$ cat config.mk
export PLATFORM = sky130hd
export DESIGN_NAME = addsub_arbiter_flat
export DESIGN_NICKNAME = d
export VERILOG_FILES = /design/src/rtl/addsub_arbiter_if.sv /design/src/rtl/addsub_arbiter.sv /design/src/flat_wrapper.sv
export SDC_FILE = /design/constraint.sdc
export NUM_CORES = 1
export LEC_CHECK = 0
export CORE_MARGIN = 10
export CORE_UTILIZATION = 54
export DETAILED_ROUTE_END_ITERATION = 12
export DONT_BUFFER_PORTS = 1
export GPL_TIMING_DRIVEN = 0
export HOLD_SLACK_MARGIN = 0.15
export MAX_ROUTING_LAYER = met4
export PLACE_DENSITY = 0.72
export SLEW_MARGIN = 20
export SYNTH_ARGS = -nofsm -noshare
export SYNTH_HDL_FRONTEND = slang
export SYNTH_SLANG_ARGS = --single-unit
$ cat constraint.sdc
create_clock -name clk -period 1.9 [get_ports clk]
set_input_delay 0.38 -clock clk [delete_from_list [all_inputs] [get_ports clk]]
set_output_delay 0.38 -clock clk [all_outputs]
set_load 0.01 [all_outputs]
$ cat src/rtl/addsub_arbiter_if.sv
// addsub_arbiter_if: request/response bundle for the shared add/sub arbiter
interface addsub_arbiter_if;
    logic       req0_valid, req0_ready, req0_sub;
    logic [3:0] req0_a, req0_b;
    logic       req1_valid, req1_ready, req1_sub;
    logic [3:0] req1_a, req1_b;
    logic       rsp_valid, rsp_ready, rsp_id, rsp_cout, rsp_ovf;
    logic [3:0] rsp_sum;
    modport master (
        output req0_valid, req0_a, req0_b, req0_sub,
        output req1_valid, req1_a, req1_b, req1_sub,
        output rsp_ready,
        input  req0_ready, req1_ready,
        input  rsp_valid, rsp_id, rsp_sum, rsp_cout, rsp_ovf
    );
    modport slave (
        input  req0_valid, req0_a, req0_b, req0_sub,
        input  req1_valid, req1_a, req1_b, req1_sub,
        input  rsp_ready,
        output req0_ready, req1_ready,
        output rsp_valid, rsp_id, rsp_sum, rsp_cout, rsp_ovf
    );
endinterface

$ cat src/rtl/addsub_arbiter.sv
// addsub_arbiter: two requesters share one 4-bit add/sub unit, round-robin on ties.
// Optional per-requester grant counters when ADDSUB_ARB_STATS_EN is defined.
module addsub_arbiter #(
    parameter bit RR_INIT = 1'b1
) (
    input  logic             clk,
    input  logic             rst_n,
    addsub_arbiter_if.slave  bus_io
`ifdef ADDSUB_ARB_STATS_EN
    ,
    output logic [7:0]       grant_cnt0,
    output logic [7:0]       grant_cnt1
`endif
);
    typedef enum logic [1:0] {IDLE, EXEC, RESP} state_t;
    state_t     state_q, state_d;
    logic       last_q, last_d;
    logic [3:0] a_q, b_q, sum_q;
    logic       sub_q, id_q, rid_q, cout_q, ovf_q;
    logic       grant, gnt_id;
    logic [3:0] bx, low;
    logic [4:0] full;

    // Arbitration, ready generation and next-state; ready is gated by rst_n so it drops at once in reset
    always_comb begin
        gnt_id  = bus_io.req1_valid & (~bus_io.req0_valid | ~last_q);
        grant   = rst_n & (state_q == IDLE) & (bus_io.req0_valid | bus_io.req1_valid);
        state_d = state_q;
        last_d  = last_q;
        case (state_q)
            IDLE:    if (grant) begin
                state_d = EXEC;
                last_d  = gnt_id;
            end
            EXEC:    state_d = RESP;
            RESP:    state_d = bus_io.rsp_ready ? IDLE : RESP;
            default: state_d = IDLE;
        endcase
    end

    assign bus_io.req0_ready = grant & ~gnt_id;
    assign bus_io.req1_ready = grant & gnt_id;

    // Shared datapath: subtraction is A + ~B + 1; overflow is carry into bit 3 XOR carry out
    always_comb begin
        bx   = b_q ^ {4{sub_q}};
        full = {1'b0, a_q} + {1'b0, bx} + {4'b0, sub_q};
        low  = {1'b0, a_q[2:0]} + {1'b0, bx[2:0]} + {3'b0, sub_q};
    end

    // FSM state and round-robin pointer
    always_ff @(posedge clk or negedge rst_n) begin
        if (!rst_n) begin
            state_q <= IDLE;
            last_q  <= RR_INIT;
        end else begin
            state_q <= state_d;
            last_q  <= last_d;
        end
    end

    // Capture the granted requester's operands so later input changes cannot disturb the result
    always_ff @(posedge clk or negedge rst_n) begin
        if (!rst_n) begin
            a_q   <= '0;
            b_q   <= '0;
            sub_q <= 1'b0;
            id_q  <= 1'b0;
        end else if (grant) begin
            a_q   <= gnt_id ? bus_io.req1_a : bus_io.req0_a;
            b_q   <= gnt_id ? bus_io.req1_b : bus_io.req0_b;
            sub_q <= gnt_id ? bus_io.req1_sub : bus_io.req0_sub;
            id_q  <= gnt_id;
        end
    end

    // Register the result in EXEC; it then stays stable through RESP
    always_ff @(posedge clk or negedge rst_n) begin
        if (!rst_n) begin
            sum_q  <= '0;
            cout_q <= 1'b0;
            ovf_q  <= 1'b0;
            rid_q  <= 1'b0;
        end else if (state_q == EXEC) begin
            sum_q  <= full[3:0];
            cout_q <= full[4];
            ovf_q  <= low[3] ^ full[4];
            rid_q  <= id_q;
        end
    end

    assign bus_io.rsp_valid = (state_q == RESP);
    assign bus_io.rsp_id    = rid_q;
    assign bus_io.rsp_sum   = sum_q;
    assign bus_io.rsp_cout  = cout_q;
    assign bus_io.rsp_ovf   = ovf_q;

`ifdef ADDSUB_ARB_STATS_EN
    logic [7:0] cnt0_q, cnt1_q;

    // Per-requester grant counters, wrapping at 256
    always_ff @(posedge clk or negedge rst_n) begin
        if (!rst_n) begin
            cnt0_q <= '0;
            cnt1_q <= '0;
        end else begin
            cnt0_q <= cnt0_q + {7'b0, bus_io.req0_ready};
            cnt1_q <= cnt1_q + {7'b0, bus_io.req1_ready};
        end
    end

    assign grant_cnt0 = cnt0_q;
    assign grant_cnt1 = cnt1_q;
`endif
endmodule

$ cat src/flat_wrapper.sv
// flat-port wrapper written by rule: the top's interface ports become plain ports
module addsub_arbiter_flat 
#(
    parameter bit RR_INIT = 1'b1
)
  (clk, rst_n, bus_io_req0_valid, bus_io_req0_a, bus_io_req0_b, bus_io_req0_sub, bus_io_req1_valid, bus_io_req1_a, bus_io_req1_b, bus_io_req1_sub, bus_io_rsp_ready, bus_io_req0_ready, bus_io_req1_ready, bus_io_rsp_valid, bus_io_rsp_id, bus_io_rsp_sum, bus_io_rsp_cout, bus_io_rsp_ovf);
  addsub_arbiter_if bus_io_i ();
  input  logic clk;
  input  logic rst_n;
  input wire logic [$bits(bus_io_i.req0_valid)-1:0] bus_io_req0_valid;
  input wire logic [$bits(bus_io_i.req0_a)-1:0] bus_io_req0_a;
  input wire logic [$bits(bus_io_i.req0_b)-1:0] bus_io_req0_b;
  input wire logic [$bits(bus_io_i.req0_sub)-1:0] bus_io_req0_sub;
  input wire logic [$bits(bus_io_i.req1_valid)-1:0] bus_io_req1_valid;
  input wire logic [$bits(bus_io_i.req1_a)-1:0] bus_io_req1_a;
  input wire logic [$bits(bus_io_i.req1_b)-1:0] bus_io_req1_b;
  input wire logic [$bits(bus_io_i.req1_sub)-1:0] bus_io_req1_sub;
  input wire logic [$bits(bus_io_i.rsp_ready)-1:0] bus_io_rsp_ready;
  output wire logic [$bits(bus_io_i.req0_ready)-1:0] bus_io_req0_ready;
  output wire logic [$bits(bus_io_i.req1_ready)-1:0] bus_io_req1_ready;
  output wire logic [$bits(bus_io_i.rsp_valid)-1:0] bus_io_rsp_valid;
  output wire logic [$bits(bus_io_i.rsp_id)-1:0] bus_io_rsp_id;
  output wire logic [$bits(bus_io_i.rsp_sum)-1:0] bus_io_rsp_sum;
  output wire logic [$bits(bus_io_i.rsp_cout)-1:0] bus_io_rsp_cout;
  output wire logic [$bits(bus_io_i.rsp_ovf)-1:0] bus_io_rsp_ovf;
  assign bus_io_i.req0_valid = bus_io_req0_valid;
  assign bus_io_i.req0_a = bus_io_req0_a;
  assign bus_io_i.req0_b = bus_io_req0_b;
  assign bus_io_i.req0_sub = bus_io_req0_sub;
  assign bus_io_i.req1_valid = bus_io_req1_valid;
  assign bus_io_i.req1_a = bus_io_req1_a;
  assign bus_io_i.req1_b = bus_io_req1_b;
  assign bus_io_i.req1_sub = bus_io_req1_sub;
  assign bus_io_i.rsp_ready = bus_io_rsp_ready;
  assign bus_io_req0_ready = bus_io_i.req0_ready;
  assign bus_io_req1_ready = bus_io_i.req1_ready;
  assign bus_io_rsp_valid = bus_io_i.rsp_valid;
  assign bus_io_rsp_id = bus_io_i.rsp_id;
  assign bus_io_rsp_sum = bus_io_i.rsp_sum;
  assign bus_io_rsp_cout = bus_io_i.rsp_cout;
  assign bus_io_rsp_ovf = bus_io_i.rsp_ovf;
  addsub_arbiter #(.RR_INIT(RR_INIT)) u_core (.clk(clk), .rst_n(rst_n), .bus_io(bus_io_i));
endmodule
==> qor.yml, run 1 <==
timing:
  min_period_over_period_pct: 95.0
  fin_skew_ns: 0.00826
  fin_worst_hold_slack_ns: 0.269
  report.final.setup_viol: 0
  worst_pin_slew_ns: 0.888
  slew-limit-headroom_pct: 40.6
  fmax_mhz: 554
  hold_violations: 0
  final_max_slew_viol_count: 0
  final.min_clock_period_ns: 1.80
  setup_repair_after_global_routing_missed_its_margin: "false"
clock_network:
  cts_num_sinks: 20
  insertion_delay_ns: 0.29
  cts.root.buffer_cell: "clkbuf_4"
  tritoncts: "yes"
  cts_made_buffers: 3
  clk_transition_reported_paths_ns: 0.11
  cts-root-to-sink-buffers: 2
  cts.htree.levels: 1
run:
  timing.max_cap.violations: 0
worst_setup_path:
  critical-path-top-delay-family: "flip-flops"
  arrival_ns: 1.98
  endpoint_kind: "register"
  critical_path_required_ns: 2.08
  critical_path.max_fanout: 5
  cell_by_cell_listing_of_the_critical_path: "mux2_4 > fa_2 > a21o_1 > a21oi_2 > xor2_1 > o21ai_1"
  max_stage_delay_ns: 0.46
  cpMaxStageDelayCell: "dfrtp_2"
  type_of_the_setup_path_with_the_least_slack: "register to register"
  worst_setup_path_start_kind: "register"
  timing.critical_path.buf_inv: 0
floorplan:
  die_w_um: 62.8
  fp-row-count: 15
  starting_utilization_of_the_core_area_pct: 57.4
  die_h_um: 62.8
  core_sq_mm: 0.00173
  boundaryPins: 33
  floorplan.die_area_sq_mm: 0.00395
placement:
  placedInstanceArea_sq_mm: 0.00102
  gp_congestion: 0.709
  hpwlAfterDp_mm: 1.39
  placement.io_buffers: 0
  total_instance_count_after_detailed_placement: 119
drt:
  route.detailed.wl_per_inst_um: 14.3
  drt-pass1-iter-count: 4
  finalWirelength_mm: 1.81
  detailedRoute.firstIterationViolations: 8
  antenna_left: 0
  detail_route.drc_violations: 0
  post_drt_via_cell_ratio: 5.18
  dr_total_vias: 658
global_route:
  first_global_vias: 656
  initial_antenna_violation_count: 0
  grt_pass1_wl_mm: 2.93
  pin_count_of_the_biggest_net_entering_global_routing: 21
  overflow: 0
  grt.total_usage_pct: 9.26
final_layout:
  finish.cell_count_without_fillers: 127
  layout.filler_cells: 162
  area_delta_synth_final_pct: 10.5
  post_route_cells_drive_above_1_share_pct: 14.7
  design.final.nets: 130
  antenna_cells: 0
  fin_area_sq_mm: 0.00109
  layout_common_cells: "nand2_1 (18), dfrtp_1 (18), mux2i_1 (9)"
synthesis:
  synthesis.area_sq_um: 991
  yosys_register_bits: 20
  seq_area_frac_synth_pct: 50.6
  yosysWarnings: 0
  syn_nets: 121
  ys_types: 22
  syn_avg_cell_area_sq_um: 10.5
  syn-instance-count: 94
status:
  status: "finished, final reports clean"
power_and_ir_drop:
  vdd_drop_max_mv: 0.832
  power.static_leakage_nw: 0.542
  pwr_density_cell_mw_per_mm2: 1640
hold_path:
  hold_path_class: "input port to register"
where the power goes:
group          switching (W)  leakage [nW]  total [W]  internal [W]
Clock               0.000120        0.0150   0.000202     0.0000815
Sequential          0.000162         0.247   0.000773      0.000611
Combinational       0.000399         0.280   0.000818      0.000418
synth_stat cells:
| cell | number | area, sq um |
|---|---|---|
| a21boi_1 | 1 | 7.51 |
| xor2_1 | 4 | 35.0 |
| o21ai_1 | 8 | 40.0 |
| inv_1 | 3 | 11.3 |
| mux2_4 | 1 | 15.0 |
| mux2i_1 | 9 | 90.1 |
| dfrtp_1 | 19 | 475 |
| nand2b_1 | 3 | 18.8 |
| dfstp_2 | 1 | 26.3 |
| a21o_1 | 2 | 15.0 |
| buf_4 | 1 | 7.51 |
| xnor2_1 | 3 | 26.3 |
| clkbuf_1 | 3 | 11.3 |
| fa_1 | 1 | 20.0 |
| o21ai_0 | 7 | 35.0 |
| nand2_1 | 18 | 67.6 |
| a31o_1 | 1 | 8.76 |
| o211ai_1 | 1 | 7.51 |
| mux2_2 | 2 | 22.5 |
| nor2_1 | 2 | 7.51 |
| ha_1 | 3 | 37.5 |
| a21oi_1 | 1 | 5.00 |
logic make-up (layout without fill, tap and decap cells):
family          after synthesis  after routing  share of synthesized area, %
flops                        20             20                          50.6
buf+inv                       7             15                          3.03
simple gates                 23             23                          9.47
fa+ha+maj                     4              4                          5.81
mux                          12             12                          12.9
compound gates               21             21                          12.0
xor+xnor                      7              7                          6.19
worst paths after layout:
kind | depth (start not counted) | to | slack [ns] | from
worst min register to register | 2 | u_core.last_q$_DFFE_PN1P_ | 0.47 | u_core.last_q$_DFFE_PN1P_
worst max register to register | 6 | u_core.bus_io.rsp_ovf$_DFFE_PN0N_ | 0.1 | u_core.sub_q$_DFFE_PN0P_
worst min-delay path | 2 | u_core.sub_q$_DFFE_PN0P_ | 0.27 | bus_io_req0_sub
max in group asynchronous | 1 | u_core.sub_q$_DFFE_PN0P_ | 0.66 | rst_n
worst max-delay path | 6 | u_core.bus_io.rsp_ovf$_DFFE_PN0N_ | 0.1 | u_core.sub_q$_DFFE_PN0P_
min in group asynchronous | 1 | u_core.bus_io.rsp_ovf$_DFFE_PN0N_ | 0.64 | rst_n
per-layer routing:
layer | routed length, um | global-route usage [%] | part of all wire, %
met5 | 0 | - | 0
met4 | 12 | 4.19 | 0.66
met1 | 806 | 10.2 | 45
met3 | 138 | 4.48 | 7.6
met2 | 854 | 13.8 | 47
metrics by stage:
stage	worst slack [ns]	TNS, ns	util [%]	power (W)
4_1_cts	0.00705	0	61.7	0.00179
3_3_place_gp	0.00187	0	59.2	0.00152
6_report	0.0950	0	63.4	0.00179
3_5_place_dp	-0.0309	-0.0309	59.2	0.00155
5_1_grt	0.0213	0	63.4	0.00197
2_1_floorplan	0.100	0	-	0.00140
what timing repair did:
action	4_1_cts	5_1_grt
hold buffers	1	1
resized for setup	3	4
endpoints found under the hold margin	20	1
setup buffers	0	2
endpoints found under the setup margin	2	2
flip-flops by register name, indices dropped and copies added (netlist names):
| name | count |
|---|---|
| u_core.bus_io.rsp_id | 1 |
| u_core.sub_q | 1 |
| u_core.bus_io.rsp_sum | 4 |
| u_core.last_q | 1 |
| u_core.bus_io.rsp_ovf | 1 |
| u_core.id_q | 1 |
| u_core.b_q | 4 |
| u_core.state_q | 2 |
| u_core.a_q | 4 |
| u_core.bus_io.rsp_cout | 1 |
layout make-up:
type | instances | area (sq um) | area share [%]
clock buffer | 4 | 26.3 | 2.40
tap | 25 | 31.3 | 2.86
multi-input combinational | 67 | 468 | 42.7
buffer | 4 | 20.0 | 1.83
inverter | 3 | 11.3 | 1.03
timing repair buffer | 4 | 35.0 | 3.20
sequential | 20 | 503 | 45.9
(Power assumes the default switching activity.)
==> run 2, diff against run 1 <==
- CORE_ASPECT_RATIO: unset -> 0.7
- CORE_UTILIZATION: 54 -> 30
- PLACE_DENSITY: 0.72 -> unset
- SLEW_MARGIN: 20 -> 10
==> qor.yml, run 2 (synthesis gave the netlist of run 1 again) <==
status:
  status: "finished, final reports clean"
global_route:
  first_global_vias: 675
  grt.total_usage_pct: 7.19
  grt_pass1_wl_mm: 3.19
  initial_antenna_violation_count: 0
  overflow: 0
  pin_count_of_the_biggest_net_entering_global_routing: 21
final_layout:
  area_delta_synth_final_pct: 13.3
  layout_common_cells: "nand2_1 (18), dfrtp_1 (18), mux2i_1 (9)"
  design.final.nets: 129
  antenna_cells: 0
  finish.cell_count_without_fillers: 139
  post_route_cells_drive_above_1_share_pct: 14.9
timing:
  report.final.setup_viol: 0
  fin_skew_ns: 0.00252
  final.min_clock_period_ns: 1.81
  hold_violations: 0
  slew-limit-headroom_pct: 40.9
  setup_repair_after_global_routing_missed_its_margin: "true"
  worst_pin_slew_ns: 0.884
  final_max_slew_viol_count: 0
  min_period_over_period_pct: 95.1
  fin_worst_hold_slack_ns: 0.204
  fmax_mhz: 554
power_and_ir_drop:
  power.share.switching_pct: 37.8
  pwr_density_cell_mw_per_mm2: 1710
  vdd_drop_max_mv: 0.401
  seq_power_share_pct: 40.8
  power.net_switching_w: 0.000727
  cellInternalPower_w: 0.00120
  share_clk_of_total_power_pct: 14.6
  power.total_w: 0.00192
  power.static_leakage_nw: 0.547
  combinational_share_of_power_pct: 44.6
worst_setup_path:
  critical_path.max_fanout: 3
  worst_setup_path_start_kind: "register"
  arrival_ns: 1.94
  critical_path_required_ns: 2.04
  endpoint_kind: "register"
  type_of_the_setup_path_with_the_least_slack: "register to register"
placement:
  placement.io_buffers: 0
  total_instance_count_after_detailed_placement: 132
  hpwlAfterDp_mm: 1.66
  gp_congestion: 0.720
drt:
  detailedRoute.firstIterationViolations: 16
  finalWirelength_mm: 2.07
  dr_total_vias: 656
  detail_route.drc_violations: 0
  route.detailed.wl_per_inst_um: 14.9
  antenna_left: 0
  drt-pass1-iter-count: 4
  post_drt_via_cell_ratio: 4.72
floorplan:
  fp-row-count: 17
  starting_utilization_of_the_core_area_pct: 31.3
  die_w_um: 88.7
  boundaryPins: 33
  core_sq_mm: 0.00317
  die_h_um: 68.1
  floorplan.die_area_sq_mm: 0.00604
clock_network:
  cts_num_sinks: 20
  cts.htree.levels: 1
  tritoncts: "yes"
  cts-root-to-sink-buffers: 2
  cts.root.buffer_cell: "clkbuf_8"
  clk_transition_reported_paths_ns: 0.07
  insertion_delay_ns: 0.26
  cts_made_buffers: 3
run:
  timing.max_cap.violations: 0
hold_path:
  hold_path_class: "input port to register"
==> run 2: cell count changes in the layout (fill, tap and decap cells not counted), sizes merged <==
cell | previous run | this run
buf | 4 | 3
clkbuf | 6 | 7
dlygate4sd3 | 2 | 1
==> run 2: power groups by stage <==
| stage | clock, W | combinational (W) | sequential [W] |
|---|---|---|---|
| after global routing | 0.000307 | 0.000991 | 0.000810 |
| after floorplan | 0 | 0.000649 | 0.000753 |
| final | 0.000281 | 0.000858 | 0.000784 |
| after global placement | 0 | 0.000758 | 0.000786 |
| after CTS | 0.000292 | 0.000817 | 0.000791 |
| after detailed placement | 0 | 0.000777 | 0.000799 |
==> run 2: worst max-delay path, cell delays in order (launching register included) <==
cell and delay, ns:
dfrtp_1 0.42, mux2_4 0.32, fa_2 0.35, a21o_1 0.19, a21oi_2 0.16, xor2_1 0.17
o21ai_1 0.07
==> run 2: per-stage QoR <==
step / util, % / instance area [sq um] / TNS [ns] / setup WS [ns]
finish: 35.4 / 1120 / 0 / 0.0940
global route: 35.4 / 1120 / -0.00432 / -0.00432
CTS: 34.7 / 1100 / 0 / 0.00984
detailed placement: 32.8 / 1040 / -0.0558 / -0.0558
global placement: 32.8 / 1040 / -0.0278 / -0.0278
floorplan: - / 991 / 0 / 0.100
==> run 2: routing by layer <==
metal  vias up  wire (um)  GRT usage (%)
met2        22        845           9.37
met4         0         31           3.01
met5         -          0              -
met3         5        175           3.32
met1       302       1010           9.24
li1        327          -              -
==> run 2: final timing paths <==
| check | startpoint | end | slack [ns] | cells after the start |
|---|---|---|---|---|
| max reg2reg | u_core.b_q[0]$_DFFE_PN0P_ | u_core.bus_io.rsp_ovf$_DFFE_PN0N_ | 0.09 | 6 |
| min | bus_io_rsp_ready | u_core.state_q[1]$_DFFE_PN0P_ | 0.20 | 1 |
| min reg2reg | u_core.last_q$_DFFE_PN1P_ | u_core.last_q$_DFFE_PN1P_ | 0.47 | 2 |
| min in group asynchronous | rst_n | u_core.bus_io.rsp_sum[1]$_DFFE_PN0N_ | 0.69 | 1 |
| max | u_core.b_q[0]$_DFFE_PN0P_ | u_core.bus_io.rsp_ovf$_DFFE_PN0N_ | 0.09 | 6 |
| max in group asynchronous | rst_n | u_core.sub_q$_DFFE_PN0P_ | 0.61 | 1 |
==> run 2: cell type report <==
| type | instances | area, sq um |
|---|---|---|
| Buffer | 4 | 22.5 |
| Sequential cell | 20 | 503 |
| Multi-Input combinational cell | 67 | 468 |
| Tap cell | 38 | 47.5 |
| Timing Repair Buffer | 3 | 25.0 |
| Inverter | 3 | 11.3 |
| Fill cell | 320 | 2050 |
| Clock buffer | 4 | 45.0 |
==> run 2: what timing repair did <==
action / CTS / global route
endpoints found under the hold margin: 20 / 0
pin swaps: 0 / 2
hold buffers: 1 / 0
setup buffers: 0 / 2
endpoints found under the setup margin: 2 / 2
resized for setup: 3 / 5
